File: src/rtl/key_pkg.sv
// Shared types and constants for the PS/2 key controller slice.
package key_pkg;

    // Receiver frame position.
    typedef enum logic [1:0] {
        IDLE,
        DATA,
        PARITY,
        STOP
    } rx_state_t;

    // Status word layout.
    localparam int VALID_BIT = 15;
    localparam int OVF_BIT   = 14;
    localparam int ERR_BIT   = 13;
    localparam int OCC_LSB   = 8;
    localparam int OCC_W     = 5;

    // Command word bits.
    localparam int CMD_POP   = 0;
    localparam int CMD_CLR   = 1;
    localparam int CMD_FLUSH = 2;

    // Absolute CPU address of the key port; decoding happens upstream.
    localparam logic [15:0] KEY_ADDR = 16'hFFFF;

endpackage

File: src/rtl/key_fifo.sv
// 8-bit synchronous FIFO for scan codes with push, pop and flush.
// Flush beats push/pop; a push into a full FIFO is dropped unless a pop
// frees a slot in the same cycle.
module key_fifo #(
    parameter  int DEPTH = 16,
    localparam int AW    = (DEPTH > 1) ? $clog2(DEPTH) : 1,
    localparam int CW    = $clog2(DEPTH + 1)
) (
    input  logic          clock,
    input  logic          reset_n,
    input  logic          push,
    input  logic [7:0]    push_data,
    input  logic          pop,
    input  logic          flush,
    output logic [7:0]    head,
    output logic          full,
    output logic          empty,
    output logic [CW-1:0] count,
    output logic          dropped
);

    logic [AW-1:0] wr_ptr_q, wr_ptr_d;
    logic [AW-1:0] rd_ptr_q, rd_ptr_d;
    logic [CW-1:0] count_q, count_d;
    logic [7:0]    mem_q [DEPTH];
    logic          do_push;
    logic          do_pop;

    assign empty = (count_q == '0);
    assign full  = (count_q == CW'(DEPTH));
    assign count = count_q;
    assign head  = empty ? 8'h00 : mem_q[rd_ptr_q];

    // Resolve push/pop/flush into pointer and occupancy updates.
    always_comb begin
        // NOTE: every always_comb output gets a default first so no path leaves it unassigned, which would infer a latch.
        wr_ptr_d = wr_ptr_q;
        rd_ptr_d = rd_ptr_q;
        count_d  = count_q;
        do_pop   = pop && !empty && !flush;
        do_push  = push && !flush && (!full || do_pop);
        dropped  = push && !flush && full && !do_pop;
        if (flush) begin
            wr_ptr_d = '0;
            rd_ptr_d = '0;
            count_d  = '0;
        end else begin
            if (do_push) wr_ptr_d = wr_ptr_q + AW'(1);
            if (do_pop)  rd_ptr_d = rd_ptr_q + AW'(1);
            case ({do_push, do_pop})
                2'b10:   count_d = count_q + CW'(1);
                2'b01:   count_d = count_q - CW'(1);
                default: count_d = count_q;
            endcase
        end
    end

    // Pointer and occupancy registers.
    always_ff @(posedge clock or negedge reset_n) begin
        // NOTE: sequential state uses non-blocking assignments so every flop samples pre-edge values.
        if (!reset_n) begin
            wr_ptr_q <= '0;
            rd_ptr_q <= '0;
            count_q  <= '0;
        end else begin
            wr_ptr_q <= wr_ptr_d;
            rd_ptr_q <= rd_ptr_d;
            count_q  <= count_d;
        end
    end

    // Storage array write port.
    // NOTE: the array has no reset; empty entries are never read because head is masked when empty.
    always_ff @(posedge clock) begin
        if (do_push) mem_q[wr_ptr_q] <= push_data;
    end

endmodule

File: src/rtl/ps2_key_controller.sv
// PS/2 keyboard receiver behind the CPU key port: synchronises the PS/2
// lines, deserialises and checks frames, queues good scan codes and
// exposes head code plus status as a 16-bit read word.
module ps2_key_controller
    import key_pkg::*;
#(
    parameter int FIFO_DEPTH     = 16,
    parameter int TIMEOUT_CYCLES = 50000,
    parameter int SYNC_STAGES    = 2
) (
    input  logic        clock,
    input  logic        reset_n,
    input  logic        ps2_clk,
    input  logic        ps2_data,
    input  logic [15:0] waddr,
    input  logic [15:0] wdata,
    input  logic        wenable,
    output logic [15:0] rdata,
    output logic        key_available
);

    localparam int            TW           = (TIMEOUT_CYCLES > 1) ? $clog2(TIMEOUT_CYCLES) : 1;
    localparam logic [TW-1:0] TIMEOUT_LAST = TW'(TIMEOUT_CYCLES - 1);
    localparam int            CW           = $clog2(FIFO_DEPTH + 1);

    // Synchroniser chains; idle-high lines reset to 1 so no edge appears at reset release.
    logic [SYNC_STAGES-1:0] clk_sync_q, clk_sync_d;
    logic [SYNC_STAGES-1:0] dat_sync_q, dat_sync_d;
    logic                   clk_prev_q, clk_prev_d;
    logic                   clk_s, data_s, fall;

    // Receiver state.
    rx_state_t     state_q, state_d;
    logic [7:0]    shift_q, shift_d;
    logic [2:0]    bit_cnt_q, bit_cnt_d;
    logic          parity_q, parity_d;
    logic [TW-1:0] timer_q, timer_d;
    logic          push_q, push_d;
    logic [7:0]    code_q, code_d;
    logic          err_set;

    // Flags and command decode.
    logic          ovf_q, ovf_d;
    logic          err_q, err_d;
    logic          cmd_hit, cmd_pop, cmd_clr, cmd_flush;

    // FIFO interface.
    logic [7:0]    fifo_head;
    logic          fifo_full, fifo_empty, fifo_dropped;
    logic [CW-1:0] fifo_count;

    // Upper command bits and the absolute port address are not decoded here.
    logic unused_bits;
    assign unused_bits = ^{wdata[15:3], KEY_ADDR, fifo_full};

    // Shift the raw PS/2 lines through the synchronisers.
    always_comb begin
        clk_sync_d    = clk_sync_q;
        dat_sync_d    = dat_sync_q;
        clk_sync_d[0] = ps2_clk;
        dat_sync_d[0] = ps2_data;
        for (int i = 1; i < SYNC_STAGES; i++) begin
            clk_sync_d[i] = clk_sync_q[i-1];
            dat_sync_d[i] = dat_sync_q[i-1];
        end
        clk_prev_d = clk_s;
    end

    assign clk_s  = clk_sync_q[SYNC_STAGES-1];
    assign data_s = dat_sync_q[SYNC_STAGES-1];
    assign fall   = clk_prev_q && !clk_s;

    // Synchroniser and edge-detect registers.
    always_ff @(posedge clock or negedge reset_n) begin
        if (!reset_n) begin
            clk_sync_q <= '1;
            dat_sync_q <= '1;
            clk_prev_q <= 1'b1;
        end else begin
            clk_sync_q <= clk_sync_d;
            dat_sync_q <= dat_sync_d;
            clk_prev_q <= clk_prev_d;
        end
    end

    // Frame receiver next state: bits sampled on synced falling edges, with an idle timeout mid-frame.
    always_comb begin
        state_d   = state_q;
        shift_d   = shift_q;
        bit_cnt_d = bit_cnt_q;
        parity_d  = parity_q;
        timer_d   = '0;
        push_d    = 1'b0;
        code_d    = code_q;
        err_set   = 1'b0;

        case (state_q)
            IDLE: begin
                if (fall && !data_s) begin
                    state_d   = DATA;
                    bit_cnt_d = '0;
                end
            end
            DATA: begin
                if (fall) begin
                    shift_d   = {data_s, shift_q[7:1]};
                    bit_cnt_d = bit_cnt_q + 3'd1;
                    if (bit_cnt_q == 3'd7) state_d = PARITY;
                end
            end
            PARITY: begin
                if (fall) begin
                    parity_d = data_s;
                    state_d  = STOP;
                end
            end
            STOP: begin
                if (fall) begin
                    state_d = IDLE;
                    if (data_s && (^{shift_q, parity_q})) begin
                        push_d = 1'b1;
                        code_d = shift_q;
                    end else begin
                        err_set = 1'b1;
                    end
                end
            end
            default: state_d = IDLE;
        endcase

        // Abandon a stalled frame; any edge restarts the count.
        if (state_q != IDLE && !fall) begin
            if (timer_q == TIMEOUT_LAST) begin
                state_d = IDLE;
                err_set = 1'b1;
            end else begin
                timer_d = timer_q + TW'(1);
            end
        end
    end

    // Receiver registers, including the one-cycle-delayed push strobe.
    always_ff @(posedge clock or negedge reset_n) begin
        if (!reset_n) begin
            state_q   <= IDLE;
            shift_q   <= '0;
            bit_cnt_q <= '0;
            parity_q  <= 1'b0;
            timer_q   <= '0;
            push_q    <= 1'b0;
            code_q    <= '0;
        end else begin
            state_q   <= state_d;
            shift_q   <= shift_d;
            bit_cnt_q <= bit_cnt_d;
            parity_q  <= parity_d;
            timer_q   <= timer_d;
            push_q    <= push_d;
            code_q    <= code_d;
        end
    end

    // Command decode and sticky flags; a set event beats a same-cycle clear.
    always_comb begin
        cmd_hit   = wenable && (waddr == 16'h0000);
        cmd_pop   = cmd_hit && wdata[CMD_POP];
        cmd_clr   = cmd_hit && wdata[CMD_CLR];
        cmd_flush = cmd_hit && wdata[CMD_FLUSH];
        ovf_d     = fifo_dropped || (ovf_q && !cmd_clr);
        err_d     = err_set || (err_q && !cmd_clr);
    end

    // Sticky flag registers.
    always_ff @(posedge clock or negedge reset_n) begin
        if (!reset_n) begin
            ovf_q <= 1'b0;
            err_q <= 1'b0;
        end else begin
            ovf_q <= ovf_d;
            err_q <= err_d;
        end
    end

    key_fifo #(
        .DEPTH(FIFO_DEPTH)
    ) u_fifo (
        .clock    (clock),
        .reset_n  (reset_n),
        .push     (push_q),
        .push_data(code_q),
        .pop      (cmd_pop),
        .flush    (cmd_flush),
        .head     (fifo_head),
        .full     (fifo_full),
        .empty    (fifo_empty),
        .count    (fifo_count),
        .dropped  (fifo_dropped)
    );

    // Assemble the status/data word from registered state.
    always_comb begin
        rdata                           = '0;
        rdata[VALID_BIT]                = !fifo_empty;
        rdata[OVF_BIT]                  = ovf_q;
        rdata[ERR_BIT]                  = err_q;
        rdata[OCC_LSB +: OCC_W]         = OCC_W'(fifo_count);
        rdata[7:0]                      = fifo_head;
    end

    assign key_available = !fifo_empty;

endmodule

File: config.mk
export PLATFORM = sky130hd
export DESIGN_NAME = ps2_key_controller
export DESIGN_NICKNAME = d
export VERILOG_FILES = /design/src/rtl/key_pkg.sv /design/src/rtl/key_fifo.sv /design/src/rtl/ps2_key_controller.sv
export SDC_FILE = /design/constraint.sdc
export NUM_CORES = 1
export LEC_CHECK = 0
export ABC_AREA = 1
export ABC_CLOCK_PERIOD_IN_PS = 5000
export BUFFER_PORTS_ARGS = -buffer_cell sky130_fd_sc_hd__buf_4
export CAP_MARGIN = 20
export CORE_AREA = 3 3 157 159
export DETAILED_ROUTE_END_ITERATION = 16
export DIE_AREA = 0 0 160 162
export GPL_TIMING_DRIVEN = 0
export SLEW_MARGIN = 20
export SYNTH_ARGS = -nofsm -noshare
export SYNTH_HDL_FRONTEND = slang
export SYNTH_SLANG_ARGS = --single-unit
File: constraint.sdc
create_clock -name clock -period 5 [get_ports clock]
set_input_delay 0.5 -clock clock [delete_from_list [all_inputs] [get_ports clock]]
set_output_delay 0.5 -clock clock [all_outputs]
set_load 0.01 [all_outputs]
==> run_results.csv <==
group,metric,value,unit
floorplanning,die_height,162,um
power_and_ir_drop,total_power,0.003583,W
synth,synth-async-reset-ratio,31.55,%
power_and_ir_drop,power.static_leakage,3.564,nW
synth,synth_xor_area_share,1.822,%
place,hpwl,12880,um
global_route,first_global_vias,5606,
routing,avgViaCountPerCell,4.941,
floorplanning,coreArea,23400,um2
sta,setup_tns,0,ns
routing,wl,19140,um
floorplanning,die_w,160,um
synth,synthAdderAreaFrac,1.929,%
layout,final_layout_size_suffix_gt1_share,13.99,%
worst_setup_path,r2r-start,"u_fifo.count[0]",
worst_setup_path,r2r_slack,2.56,ns
worst_setup_path,path_max_fanout,10,
global_route,antenna_found_initial,0,
power_and_ir_drop,intPower,0.002641,W
sta,max_freq,322.8,MHz
worst_setup_path,cp-end-kind,"output pin",
sta,fin_crit_sh,61.96,%
synth,synth_area,8173,um2
job,drv_cap,0,
power_and_ir_drop,clockPowerShare,39.2,%
sta,setup_violations,0,
clock_tree,clk_latency,0.44,ns
power_and_ir_drop,ir_drop,0.2238,mV
routing,drc,0,
clock_tree,ctsHoldBuffers,0,
global_route,use_met3,3.698,%
global_route,grt_overflow,0,
worst_setup_path,cp-startpoint,"u_fifo.rd_ptr_q[1]",
synth,yosys_warnings,0,
worst_setup_path,worstPathArrival,2.60,ns
layout,final_util,40.60,%
layout,final_cell_mix,"133 x nor2_1, 128 x edfxtp_1, 93 x o21ai_0",
synth,synth_edf_count,128,
layout,nets,858,
global_route,gr-usage-met2,24.63,%
sta,rsz0062_at_grt,"false",
floorplanning,io_pins,54,
global_route,gr-usage-met1,20.63,%
sta,fin_skew,0.01666,ns
worst_setup_path,critPathKind,"flip-flop to output pin",
run_status,status,"finished, final reports clean",
routing,dr.first_iter.drc_count,488,
routing,dr.pass1.iters,5,
synth,synth-seq-area-share,65.17,%
floorplanning,die-area,25920,um2
floorplanning,start_util,34.92,%
place,place_congestion,0.8080,
clock_tree,numCtsBuffers,17,
synth,synth-simple-area-share,16.14,%
clock_tree,cts_sinks,187,
global_route,grt_usage,15.34,%
routing,ant_nets,0,
layout,diodes,0,
global_route,grt.busiest_layer,"met2",
clock_tree,cts_buffer_depth,2,
clock_tree,cts_setup_buffers,0,
clock_tree,clockRootBuffer,"clkbuf_16",
floorplanning,fp-row-count,56,
synth,synth-compound-area-share,10.79,%
synth,muxShareOfSynthArea,0,%
sta,worst_pin_slew,0.8918,ns
worst_setup_path,required,4.50,ns
power_and_ir_drop,pwr-share-seq,50.3,%
sta,slew_violations,0,
layout,syn2layout_area_growth,16.24,%
synth,syn_inst,750,
power_and_ir_drop,p_sw_share,26.28,%
synth,syn_nets,799,
sta,fin_crit,3.098,ns
routing,num_vias,5638,
layout,final_common_cell,"nor2_1",
global_route,grt_pass1_wl,30840,um
worst_hold_path,hold_class,"primary input to async pin",
synth,synth_seq_cells,187,
synth,synth_top_family_by_area,"simple AND/OR/NAND/NOR gates",
power_and_ir_drop,p_per_area,377.2,nW/um2
synth,synth.distinct_cells,42,
place,io_buffers,40,
clock_tree,cts_tree,"yes",
routing,wl_per_cell,16.77,um
sta,slew_headroom,40.32,%
synth,syn_avg_cell_area,10.90,um2
sta,hold_viol,0,
clock_tree,cts_resized,0,
worst_setup_path,crit_path_start_kind,"flip-flop",
power_and_ir_drop,p_comb_share,10.5,%
clock_tree,htreeDepth,4,
clock_tree,clk_pin_slew,0.07,ns
global_route,grt_max_degree,60,
synth,synthFlopType,"edfxtp_1",
power_and_ir_drop,power.switching,0.0009417,W
-- power by group through the flow --
stage	clock, W	sequential [W]	combinational, W
after floorplan	0	0.00181	0.000268
after global placement	0	0.00183	0.000373
after detailed placement	0	0.00183	0.000383
after CTS	0.00143	0.00180	0.000384
after global routing	0.00150	0.00181	0.000437
final	0.00141	0.00180	0.000376
-- Yosys cell counts, drive strengths merged, types with 3 or more instances --
cell type | n | area share, %
nor3 | 6 | 0.43
dfstp | 5 | 1.6
o21ai | 100 | 6.3
dfrtp | 54 | 17
xor2 | 10 | 1.1
buf | 10 | 0.78
nor4 | 3 | 0.23
edfxtp | 128 | 47
nand2 | 101 | 5.3
a21oi | 18 | 1.1
xnor2 | 7 | 0.75
ha | 11 | 1.7
o221ai | 22 | 2.4
nor2 | 137 | 6.5
nand3 | 44 | 3.0
clkbuf | 18 | 0.83
nand4 | 5 | 0.46
inv | 53 | 2.5
o22ai | 10 | 0.77
-- layer usage --
layer	share of wire [%]	up-vias
met1	45	2727
met4	2.1	0
met2	48	147
met3	5.5	29
met5	0	-
li1	-	2735
-- worst paths after layout --
kind | to | cells past startpoint
max in group asynchronous | timer_q[1] | 1
min | bit_cnt_q[1] | 1
max reg2reg | u_fifo.mem_q[14][3] | 10
min reg2reg | clk_sync_q[1] | 0
max | rdata[4] | 7
min in group clock | clk_sync_q[0] | 1
-- metrics by stage --
| step | instances | instance area (um2) | hold slack [ns] | setup WS, ns |
|---|---|---|---|---|
| 3_3_place_gp | 1109 | 8872 | 0.3463 | 2.240 |
| 6_report | 1141 | 9500 | 0.1329 | 1.902 |
| 5_1_grt | 1141 | 9500 | 0.1468 | 1.669 |
| 2_1_floorplan | 750 | 8173 | 0.2044 | 2.677 |
| 3_5_place_dp | 1109 | 8872 | 0.3481 | 2.238 |
| 4_1_cts | 1141 | 9500 | 0.1478 | 1.904 |
-- registers in the layout, indices dropped and copies added (netlist names), 2 cells and up --
name / cells
code_q: 8
timer_q: 16
u_fifo.count: 5
shift_q: 8
u_fifo.wr_ptr_q: 4
clk_sync_q: 2
bit_cnt_q: 3
state_q: 2
u_fifo.mem_q: 128
u_fifo.rd_ptr_q: 4
dat_sync_q: 2
-- kinds of logic (layout without fill, tap and decap cells) --
group	Yosys count	in the layout
simple gates	299	299
buf+inv	82	154
flops	187	187
compound gates	153	153
fa+ha+maj	12	12
xor+xnor	17	17
-- worst max-delay path: stages, from the launching register on --
cell	delay, ns
dfrtp_1	0.50
inv_1	0.22
clkbuf_1	0.40
o21ai_0	0.17
o221ai_1	0.28
nand3_1	0.20
a21oi_1	0.24
buf_4	0.16
-- cell type report --
type	instances	area, um2
well taps	319	399.1
clock buffers	17	425.4
clock inverters	15	202.7
fillers	2273	13900
flip-flops and latches	187	5326
multi-input cells	481	2507
repair buffers	40	300.3
plain buffers	28	131.4
inverters	54	207.7
(Power assumes the default switching activity.)
